## config.mk

```make
export PLATFORM = sky130hd
export DESIGN_NAME = picorv32_mem_arbiter
export DESIGN_NICKNAME = d
export VERILOG_FILES = /design/src/rtl/picorv32_mem_arbiter.sv
export SDC_FILE = /design/constraint.sdc
export NUM_CORES = 1
export LEC_CHECK = 0
export ABC_AREA = 1
export CAP_MARGIN = 20
export CELL_PAD_IN_SITES_DETAIL_PLACEMENT = 1
export CELL_PAD_IN_SITES_GLOBAL_PLACEMENT = 1
export CORE_UTILIZATION = 22
export CTS_BUF_LIST = sky130_fd_sc_hd__clkbuf_16
export DETAILED_ROUTE_END_ITERATION = 12
export PLACE_DENSITY = 0.77
export SLEW_MARGIN = 20
export SYNTH_ARGS = -nofsm -noshare
export SYNTH_HDL_FRONTEND = slang
export SYNTH_SLANG_ARGS = --single-unit
```

## constraint.sdc

```tcl
create_clock -name clk -period 1.2 [get_ports clk]
set_input_delay 0.24 -clock clk [delete_from_list [all_inputs] [get_ports clk]]
set_output_delay 0.24 -clock clk [all_outputs]
set_load 0.01 [all_outputs]
```

## src/rtl/picorv32_mem_arbiter.sv

```systemverilog
`default_nettype none
// ============================================================================
// picorv32_mem_arbiter: round-robin sharing of one PicoRV32 native memory port
// Revision 1.0
// ============================================================================
module picorv32_mem_arbiter #(
  parameter int NPORTS     = 2,
  parameter int GAP_CYCLES = 1
) (
  input  logic                   clk,
  input  logic                   reset,
  input  logic [NPORTS-1:0]      s_valid,
  input  logic [NPORTS-1:0]      s_instr,
  input  logic [32*NPORTS-1:0]   s_addr,
  input  logic [32*NPORTS-1:0]   s_wdata,
  input  logic [4*NPORTS-1:0]    s_wstrb,
  output logic [NPORTS-1:0]      s_ready,
  output logic [31:0]            s_rdata,
  output logic                   m_valid,
  output logic                   m_instr,
  output logic [31:0]            m_addr,
  output logic [31:0]            m_wdata,
  output logic [3:0]             m_wstrb,
  input  logic                   m_ready,
  input  logic [31:0]            m_rdata,
  output logic [NPORTS-1:0]      grant,
  output logic                   busy
);

  localparam int IDX_W = (NPORTS > 2) ? 2 : 1;
  localparam int CNT_W = (GAP_CYCLES > 1) ? $clog2(GAP_CYCLES + 1) : 1;
  localparam logic [IDX_W-1:0] LAST_RST  = IDX_W'(NPORTS - 1);
  localparam logic [IDX_W:0]   NP        = (IDX_W + 1)'(NPORTS);
  localparam logic [CNT_W-1:0] GAP_LOAD  = CNT_W'(GAP_CYCLES);
  localparam logic [CNT_W-1:0] CNT_ONE   = CNT_W'(1);

  typedef enum logic [1:0] {
    IDLE = 2'd0,
    BUSY = 2'd1,
    GAP  = 2'd2
  } state_t;

  state_t state, state_next;

  logic [IDX_W-1:0] last;
  logic [IDX_W-1:0] grant_idx;
  logic [CNT_W-1:0] gap_cnt;

  logic             win_found;
  logic [IDX_W-1:0] win_idx;
  logic [IDX_W:0]   cand_sum;
  logic             capture;
  logic             done;

  logic        instr_arr [NPORTS];
  logic [31:0] addr_arr  [NPORTS];
  logic [31:0] wdata_arr [NPORTS];
  logic [3:0]  wstrb_arr [NPORTS];

  for (genvar g = 0; g < NPORTS; g++) begin : g_unpack
    assign instr_arr[g] = s_instr[g];
    assign addr_arr[g]  = s_addr[32*g +: 32];
    assign wdata_arr[g] = s_wdata[32*g +: 32];
    assign wstrb_arr[g] = s_wstrb[4*g +: 4];
  end

  // Search begins one past the last served port, wrapping modulo NPORTS.
  always_comb begin
    win_found = 1'b0;
    win_idx   = '0;
    cand_sum  = '0;
    for (int k = 1; k <= NPORTS; k++) begin
      cand_sum = {1'b0, last} + (IDX_W + 1)'(k);
      if (cand_sum >= NP) begin
        cand_sum = cand_sum - NP;
      end
      if (!win_found && s_valid[cand_sum[IDX_W-1:0]]) begin
        win_found = 1'b1;
        win_idx   = cand_sum[IDX_W-1:0];
      end
    end
  end

  always_comb begin
    state_next = state;
    capture    = 1'b0;
    done       = 1'b0;
    case (state)
      IDLE: begin
        if (win_found) begin
          capture    = 1'b1;
          state_next = BUSY;
        end
      end
      BUSY: begin
        if (m_ready) begin
          done       = 1'b1;
          state_next = GAP;
        end
      end
      GAP: begin
        if (gap_cnt <= CNT_ONE) begin
          state_next = IDLE;
        end
      end
      default: state_next = IDLE;
    endcase
  end

  always_ff @(posedge clk) begin
    if (reset) begin
      state <= IDLE;
    end else begin
      state <= state_next;
    end
  end

  always_ff @(posedge clk) begin
    if (reset) begin
      m_valid   <= 1'b0;
      m_instr   <= 1'b0;
      m_addr    <= '0;
      m_wdata   <= '0;
      m_wstrb   <= '0;
      grant     <= '0;
      grant_idx <= '0;
      busy      <= 1'b0;
      last      <= LAST_RST;
      gap_cnt   <= '0;
    end else begin
      busy <= (state_next != IDLE);
      if (capture) begin
        m_valid   <= 1'b1;
        m_instr   <= instr_arr[win_idx];
        m_addr    <= addr_arr[win_idx];
        m_wdata   <= wdata_arr[win_idx];
        m_wstrb   <= wstrb_arr[win_idx];
        grant     <= {{(NPORTS-1){1'b0}}, 1'b1} << win_idx;
        grant_idx <= win_idx;
      end
      if (done) begin
        m_valid <= 1'b0;
        grant   <= '0;
        last    <= grant_idx;
        gap_cnt <= GAP_LOAD;
      end else if (state == GAP) begin
        gap_cnt <= gap_cnt - CNT_ONE;
      end
    end
  end

  // Completion is a same-cycle pulse to the owner; read data is a plain pass-through.
  assign s_ready = (state == BUSY && m_ready) ? grant : '0;
  assign s_rdata = m_rdata;

endmodule
`default_nettype wire
```

==> results.sh <==
export IMPL_via_per_inst=4.51
export IMPL_worstSetupStartpointType="flop"
export IMPL_cp_top_family="flip-flops"
export IMPL_total_power_mw=8.54
export IMPL_slowest_delay_ns=0.36
export IMPL_synth_xor_area_share_pct=0
export IMPL_place_area_um2=6190
export IMPL_synth_top_family_by_area="simple AND/OR/NAND/NOR gates"
export IMPL_yosys_area_share_simple_pct=37.6
export IMPL_fp_dieH_um=135
export IMPL_endpoint_kind="output port"
export IMPL_synthAdderAreaFrac_pct=0
export IMPL_routed_wl_mm=17.3
export IMPL_fin_nets=973
export IMPL_p_switching_mw=2.65
export IMPL_ys_warnings_count=0
export IMPL_leakage_nw=3.36
export IMPL_drtIter0Drc=107
export IMPL_timing_final_ws_setup_ns=-0.140
export IMPL_antenna_left=0
export IMPL_powerDensity_nw_per_um2=1120
export IMPL_setup_violations_final=64
export IMPL_fin_crit_ns=1.34
export IMPL_vias=4639
export IMPL_coreArea_um2=17300
export IMPL_ctsLongestPathBuffers=2
export IMPL_path_buf_inv=2
export IMPL_grt_usage_pct=16.2
export IMPL_cts_htree_levels=3
export IMPL_wl_per_cell_um=16.8
export IMPL_place_hpwl_mm=10.7
export IMPL_grt_pass1_vias=4437
export IMPL_grt_ovfl_total=0
export IMPL_clock_latency_ns=0.33
export IMPL_violations="setup timing"
export IMPL_switching_share_pct=31.0
export IMPL_ir_drop_v=0.000676
export IMPL_clkPwrFrac_pct=30.5
export IMPL_path_class="flop to output port"
export IMPL_initial_utilization_pct=22.5
export IMPL_areaGrowthSynthToFinish_pct=95.8
export IMPL_cts_tree="done"
export IMPL_fin_area_um2=7610
export IMPL_synthDistinctLibCells=17
export IMPL_grt_first_pass_wirelength_mm=22.8
export IMPL_cts_made_buffers=9
export IMPL_fillers=2060
export IMPL_synth_compound_area_share_pct=9.79
export IMPL_synth_area_um2=3880
export IMPL_report_final_slew_viol_count=0
export IMPL_rsz0062_at_grt="yes"
export IMPL_cap_violations=0
export IMPL_ys_seq_elements=77
export IMPL_internal_power_mw=5.89
export IMPL_yosys_area_top_type="dfxtp_1"
export IMPL_io_pins=282
export IMPL_worstPathCellList="inv_4, nand3_4, nor2_1, buf_2"
export IMPL_io_buffers=217
export IMPL_die_area_um2=18200
export IMPL_ys_seq_area_share_pct=39.7
export IMPL_multi_input_area_um2=2580
export IMPL_fin_crit_sh_pct=112
export IMPL_hold_path_class="primary input to flop"
export IMPL_cts_root_buf="clkbuf_16"
export IMPL_tightest_slew_ns=0.387
export IMPL_die_w_um=135
export IMPL_drive_gt1_share_pct=29.6
export IMPL_yosys_top_cells_area="dfxtp_1, nand2_1, a21oi_1"
export IMPL_path_clk_slew_ns=0.06
export IMPL_synthCells=598
export IMPL_hold_viol_final=0
export IMPL_syn_nets=773
export IMPL_slew_headroom_pct=74.2
export IMPL_syn_avg_cell_area_um2=6.50
export IMPL_holdWs_ns=0.312
export IMPL_synthMuxAreaShare_pct=0
export IMPL_grt_max_degree=35
export IMPL_p_comb_share_pct=35.3
export IMPL_cpMaxStageDelayCell="dfxtp_4"
export IMPL_finalClockSkew_ns=0.00463
export IMPL_power_frac_seq_pct=34.1
export IMPL_worstPathArrival_ns=1.10
export IMPL_first_pass_iters=4
export IMPL_required_ns=0.96
export IMPL_clock_sinks=77
export IMPL_synth_top_area_share_pct=39.7
export IMPL_max_freq_ghz=0.746
export IMPL_regArea_um2=1560
export IMPL_gp_congestion=0.709
export IMPL_fp_row_count=48
export IMPL_outcome="finished, violations left"
export IMPL_drc=0
export IMPL_cts_hold_buf=0
export IMPL_crit_fanout=3
export IMPL_antenna_found_initial=1
==> registers in the layout (all words and copies together) (netlist names) <==
name,cells
m_instr,1
grant,2
grant_idx,1
state,2
last,1
m_addr,32
m_wdata,32
m_wstrb,4
busy,1
m_valid,1
==> cell usage after synthesis <==
master / n
a21oi_1: 73
a31oi_1: 1
buf_1: 3
buf_2: 16
buf_4: 32
buf_6: 7
clkbuf_1: 19
dfxtp_1: 77
inv_1: 4
inv_2: 1
nand2_1: 282
nand2_2: 1
nand3_1: 71
nand3b_1: 1
nor2_1: 8
nor3_1: 1
o21ai_2: 1
==> final timing paths <==
kind,startpoint,to,slack (ns),cells past startpoint
setup / recovery,state[1]$_SDFF_PP0_,s_ready[0],-0.14,4
hold / removal,reset,m_addr[7]$_SDFFE_PP0P_,0.31,2
setup reg to reg,state[0]$_SDFF_PP0_,grant[0]$_SDFFE_PP0P_,-0.06,7
hold reg to reg,m_addr[5]$_SDFFE_PP0P_,m_addr[5]$_SDFFE_PP0P_,0.46,2
==> worst reg2reg max path, stage by stage (launching register included) <==
cell	delay (ns)
dfxtp_4	0.37
nor2_4	0.14
o21ai_4	0.08
buf_12	0.17
clkinv_16	0.09
buf_16	0.16
nand2_4	0.05
a21oi_2	0.13
==> routing by layer <==
metal / up-vias / global-route usage, % / share of wire (%)
li1: 2284 / - / -
met5: - / 0 / 0
met4: 0 / 7.05 / 2.3
met2: 133 / 29.6 / 53
met3: 34 / 3.45 / 4.9
met1: 2188 / 18.0 / 40
==> power groups by stage <==
| stage | Combinational, mW | Clock (mW) | Sequential (mW) |
|---|---|---|---|
| floorplan | 0.946 | 0 | 3.05 |
| detailed placement | 2.23 | 0 | 2.96 |
| finish | 3.02 | 2.61 | 2.91 |
| CTS | 2.12 | 2.71 | 2.90 |
| global route | 3.25 | 2.80 | 2.94 |
| global placement | 2.20 | 0 | 2.95 |
==> stage by stage <==
stage | std cells | setup slack [ns] | setup TNS [ns] | util, %
final | 1029 | -0.140 | -2.41 | 44.0
after CTS | 1005 | -0.146 | -7.72 | 37.3
after detailed placement | 989 | -0.600 | -33.34 | 35.8
after floorplan | 598 | 0.107 | 0 | -
after global placement | 989 | -0.530 | -31.56 | 35.8
after global routing | 1029 | -0.193 | -6.10 | 44.0
==> layout by cell type, fill, tap and decap left out, drive strengths merged <==
master         netlist  layout
clkbuf              19      46
clkinv               0       8
a21oi               73      73
nand3               71      71
bufinv               0       1
nor2                 8       8
inv                  5       4
clkdlybuf4s50        0     138
dfxtp               77      77
a31oi                1       1
nor3                 1       1
diode                0       1
clkdlybuf4s15        0      39
dlymetal6s2s         0       1
nand3b               1       1
buf                 58      43
dlygate4sd2          0       6
nand2              283     284
o21ai                1       1
==> what timing repair did <==
action | in CTS | in global routing
hold endpoints to repair | 0 | 0
buffers inserted | 0 | 4
resized for setup | 140 | 275
endpoints found under the setup margin | 150 | 127
pin swaps | 0 | 109
gates cloned | 0 | 19
==> cell type report <==
| class | instances | area share, % |
|---|---|---|
| timing repair inverter | 1 | 0.214 |
| timing repair buffer | 264 | 37.3 |
| multi-input combinational | 440 | 33.9 |
| inverter | 5 | 0.625 |
| sequential | 77 | 20.4 |
| clock buffer | 9 | 2.96 |
| clock inverter | 7 | 0.740 |
| tap | 225 | 3.70 |
| antenna | 1 | 0.0329 |
==> logic make-up (layout without fill, tap and decap cells) <==
group                  after synthesis  count (layout)
flip-flops                          77              77
other                                0               1
buffers and inverters               82             286
AND/OR/NAND/NOR                    364             365
AO/OA/AOI/OAI                       75              75
Power figures use the tool's default switching activity.
==> RTL change 1, RTL diff (same settings) <==
The parameter `NPORTS` goes from 2 to 1.
--- a/src/rtl/picorv32_mem_arbiter.sv
+++ b/src/rtl/picorv32_mem_arbiter.sv
@@ -4,7 +4,7 @@
 // Revision 1.0
 // ============================================================================
 module picorv32_mem_arbiter #(
-  parameter int NPORTS     = 2,
+  parameter int NPORTS     = 1,
   parameter int GAP_CYCLES = 1
 ) (
   input  logic                   clk,
Interface: changed (7 resized); port bits go from 282 to 210. The function was not compared with the original's and may differ.
==> RTL change 1 against the original RTL <==
The run still ends with setup timing left. Wire length is 33% lower. Register-to-register slack got worse by 40 ps. Non-clock buffer count fell by 84. Sequential share of layout area rose by 8.1 points. Critical path type is now reg -> reg. Final area shrank 29%. Sequential power fell by 3%. Total power decreased by 13%. Synthesized area down 18%. Die area decreased by 18%. Worst setup slack gained 36 ps. Sequential cell count is 1 lower.
==> RTL change 1: results (changes against the original RTL) <==
Routing
  • WL final: 11700 um (was 17300 um)
  • First-pass DRT Iterations: 6 (was 4)
  • Vias after detailed routing: 3125 (was 4639)
  • Iteration-0 DRC Markers: 44 (was 107)

GRT
  • Tot GR Track Use: 0.154 (was 0.162)
  • First-pass GRT wire length: 17300 um (was 22800 um)
  • Vias in the first global route: 3347 (was 4437)
  • Largest net degree at the start of global routing: 43 (was 35)

Pwr
  • Pleak: 2.24 nW (was 3.36 nW)
  • Max VDD drop: 0.899 mV (was 0.676 mV)

Logic synthesis
  • Post-synth ARST share: 0 (unchanged)
  • Sequential share of the synthesized area: 0.477 (was 0.397)
  • Top cells by count, synth: dfxtp_1 (76), nand3_1 (73), a21oi_1 (63), nand2_1 (63), buf_4 (32) (was nand2_1 (282), dfxtp_1 (77), a21oi_1 (73), nand3_1 (71), buf_4 (32))
  • Mapped Nets: 477 (was 773)
  • Yosys cell types: 18 (was 17)
  • Area contributors post-synth: dfxtp_1 (48%), nand3_1 (11%), a21oi_1 (9.9%) (was dfxtp_1 (40%), nand2_1 (27%), a21oi_1 (9.4%))

Critical path
  • Crit path DAT: 1520 ps (was 1100 ps)
  • Critical path peak fanout: 10 (was 3)
  • CP startpoint: state[0] (was state[1])
  • FF-to-FF path depth: 8 (was 7)
  • Crit Reg-Reg Endpoint: m_addr[23] (was grant[0])

Placement
  • Placed Instance Area: 4530 um^2 (was 6190 um^2)
  • Placer Congestion: 0.704 (was 0.709)
  • # port buffers: 145 (was 217)
  • Dpl hpwl: 6900 um (was 10700 um)

STA
  • Setup-failing EPs final: 65 (was 64)
  • Worst Slack Setup Final: -104 ps (was -140 ps)
  • Worst clock skew: 10.4 ps (was 4.63 ps)
  • Slew @ Worst Pin: 230 ps (was 387 ps)

Run status
  • Failing checks: setup timing (unchanged)
  • Status: complete, but fails checks (unchanged)

Hold path
  • Worst Hold Path EP: state[1] (was m_addr[7])
  • Worst hold path class: in -> reg (unchanged)

Cells and area
  • Fin nets: 606 (was 973)
  • Number of diodes: 0 (was 1)
  • Layout cells sized above 1: 0.399 (was 0.296)
## RTL change 1: layout make-up
type                            count  area [um^2]
Fill cell                        1601         8620
Timing Repair Buffer              180         1800
Sequential cell                    76         1530
Multi-Input combinational cell    228         1460
Clock buffer                        9          225
Tap cell                          180          225
Clock inverter                      7          105
Inverter                            6         22.5
## RTL change 1: through the flow
stage                     hold slack, ps  setup TNS, ps  std cells  setup WS [ps]   util
final                                194          -5000        686           -104  0.384
after global routing                 195          -8700        686           -164  0.384
after CTS                            186         -11680        687           -244  0.380
after detailed placement             442          -1440        650           -542  0.324
after global placement               432           -756        650           -546  0.324
after floorplan                      404              0        372           51.5      -
## RTL change 1: cells by family (layout without fill, tap and decap cells)
logic type             count (synthesis)  in the layout  share of synthesized area
and+or+nand+nor                      156            156                      0.235
DFF                                   76             76                      0.477
AOI/OAI and AO/OA                     72             72                      0.124
buffers and inverters                 68            202                      0.164
## RTL change 1: critical path, cell delays in order, from the launching register on
cell     delay, ps
dfxtp_2        330
buf_6          120
nor2_8         120
buf_6          120
nand2_8         70
buf_12         160
buf_16         150
nand2_1         60
a21oi_1         50
## RTL change 1: repair_timing
item                                    4_1_cts  5_1_grt
endpoints found under the hold margin         0        0
pin swaps                                     3       10
cloned                                       11        2
endpoints found under the setup margin      128      129
buffers inserted                             10        4
hold buffers                                  0        0
gates resized for setup                     151      185
## RTL change 1: report_power, final
group	switching, mW	internal [mW]	total, mW
registers	0.122	2.69	2.81
logic	0.730	0.836	1.57
clock network	1.04	2.00	3.04
total	1.89	5.53	7.42
## RTL change 1: worst max path at each step
stage | slack [ps] | depth (start not counted) | to
after floorplan | 50 | 5 | m_addr[20]
after global placement | -550 | 4 | s_ready
after detailed placement | -540 | 4 | s_ready
after CTS | -240 | 8 | m_addr[17]
after global routing | -160 | 8 | m_addr[16]
final | -100 | 8 | m_addr[23]
## RTL change 1: routing by layer
layer	vias up	part of all wire	global-route usage
met4	0	0.016	0.0564
met2	116	0.53	0.282
met5	-	0	0
met3	17	0.074	0.0539
li1	1475	-	-
met1	1517	0.38	0.160
==> RTL change 2, RTL diff (same flow settings) <==
Without the edit above. The 3 states of `state_t` get a one-hot encoding in 3 bits.
--- a/src/rtl/picorv32_mem_arbiter.sv
+++ b/src/rtl/picorv32_mem_arbiter.sv
@@ -34,10 +34,10 @@
   localparam logic [CNT_W-1:0] GAP_LOAD  = CNT_W'(GAP_CYCLES);
   localparam logic [CNT_W-1:0] CNT_ONE   = CNT_W'(1);
 
-  typedef enum logic [1:0] {
-    IDLE = 2'd0,
-    BUSY = 2'd1,
-    GAP  = 2'd2
+  typedef enum logic [2:0] {
+    IDLE = 3'b001,
+    BUSY = 3'b010,
+    GAP  = 3'b100
   } state_t;
 
   state_t state, state_next;
Check against the original RTL: no difference found for any inputs over 4 cycles, from zero or initial values and one cycle with reset high; so few cycles prove little.
==> RTL change 2 against the original RTL <==
Worst hold slack worse by 100 ps. Total power up 19%. Synthesized area up 1.8%. Final area up 11%. The flow still finishes with violations (setup timing). Sequential share of layout area down 1.3 points. Sequential cell count up 1. Core utilization up 4.4 points. Global-route usage up 3.8 points. Worst setup slack worse by 200 ps. Critical path depth up 1. Critical path type unchanged. Wire length up 7.3%.
==> RTL change 2: results (changes against the original RTL) <==
GRT
  • Vias in the first global route: 4974 (was 4437)
  • Largest net degree at the start of global routing: 39 (was 35)
  • First-pass GRT wire length: 27700 um (was 22800 um)
  • Tot GR Track Use: 0.200 (was 0.162)

Routing
  • Routed WL per cell: 17.6 um (was 16.8 um)
  • Iteration-0 DRC Markers: 135 (was 107)

STA
  • Slew @ Worst Pin: 276 ps (was 387 ps)
  • Worst clock skew: 6.38 ps (was 4.63 ps)
  • Worst Slack Setup Final: -338 ps (was -140 ps)
  • Setup-failing EPs final: 78 (was 64)

Pwr
  • Switching Fraction: 0.328 (was 0.310)
  • Int Power: 6.83 mW (was 5.89 mW)
  • Max VDD drop: 0.672 mV (was 0.676 mV)
  • Power Clock: 2.86 mW (was 2.61 mW)
  • P_seq: 3.11 mW (was 2.91 mW)

Placement
  • Post-Place Worst Slack: -610 ps (was -600 ps)
  • Placer Congestion: 0.707 (was 0.709)
  • Placed Instance Area: 6290 um^2 (was 6190 um^2)

Logic synthesis
  • Area contributors post-synth: dfxtp_1 (39%), nand2_1 (27%), a21oi_1 (9.2%) (was dfxtp_1 (40%), nand2_1 (27%), a21oi_1 (9.4%))
  • Top cells by count, synth: nand2_1 (286), dfxtp_1 (78), a21oi_1 (73), nand3_1 (72), buf_4 (32) (was nand2_1 (282), dfxtp_1 (77), a21oi_1 (73), nand3_1 (71), buf_4 (32))
  • Syn Area/Cell: 6.50 um^2 (about the same)
  • Sequential share of the synthesized area: 0.395 (was 0.397)
  • Mapped Nets: 783 (was 773)
  • Yosys cell types: 18 (was 17)

Run status
  • Failing checks: setup timing (unchanged)
  • Status: complete, but fails checks (unchanged)

Cells and area
  • Fin nets: 997 (was 973)
  • Post-Layout Cell Count: 1053 (was 1029)
  • Layout filler cell count: 1973 (was 2060)

Critical path
  • FF-to-FF path depth: 9 (was 7)
  • Critical Path Max Stage Delay: 330 ps (was 360 ps)
[RTL change 2: cell types whose count changed in the layout (fill, tap and decap cells not counted), sizes merged, moves of 2 or more]
| cell | change |
|---|---|
| clkbuf | -11 |
| clkdlybuf4s15 | -3 |
| inv | +8 |
| buf | +33 |
| dlygate4sd2 | -5 |
| clkinv | -4 |
| nand3 | +2 |
| nand2 | +3 |
[RTL change 2: final cells by class]
type,instances,area (um^2),share of cell area
Clock inverter,7,80.1,0.00950
Antenna cell,1,2.50,0.000297
Timing Repair Buffer,279,3090,0.366
Clock buffer,9,225,0.0267
Inverter,11,43.8,0.00519
Sequential cell,78,1620,0.192
Tap cell,225,282,0.0334
Multi-Input combinational cell,443,3090,0.367
[RTL change 2: timing repair]
item | CTS | global route
gates cloned | 19 | 0
pin swaps | 56 | 126
setup endpoints to repair | 152 | 121
resized for setup | 430 | 239
buffers inserted | 25 | 6
[RTL change 2: kinds of logic (layout without fill, tap and decap cells)]
kind of cell / Yosys count / after routing / synth area share
AOI/OAI and AO/OA: 74 / 74 / 0.0937
DFF: 78 / 78 / 0.395
other: 0 / 1 / 0
and+or+nand+nor: 369 / 369 / 0.380
buffers and inverters: 87 / 306 / 0.131
[RTL change 2: path summary, 6_finish.rpt]
path | slack (ps) | to | from
setup / recovery | -340 | s_ready[1] | state[2]
hold / removal | 210 | state[1] | reset
setup reg to reg | -250 | m_wdata[10] | state[1]
hold reg to reg | 460 | m_addr[31] | m_addr[31]
[RTL change 2: metal layers]
layer | GRT usage | routed length, um | vias up
li1 | - | - | 2347
met1 | 0.241 | 7770 | 2272
met2 | 0.345 | 9320 | 160
met3 | 0.0447 | 1110 | 27
met4 | 0.0735 | 383 | 0
met5 | 0 | 0 | -
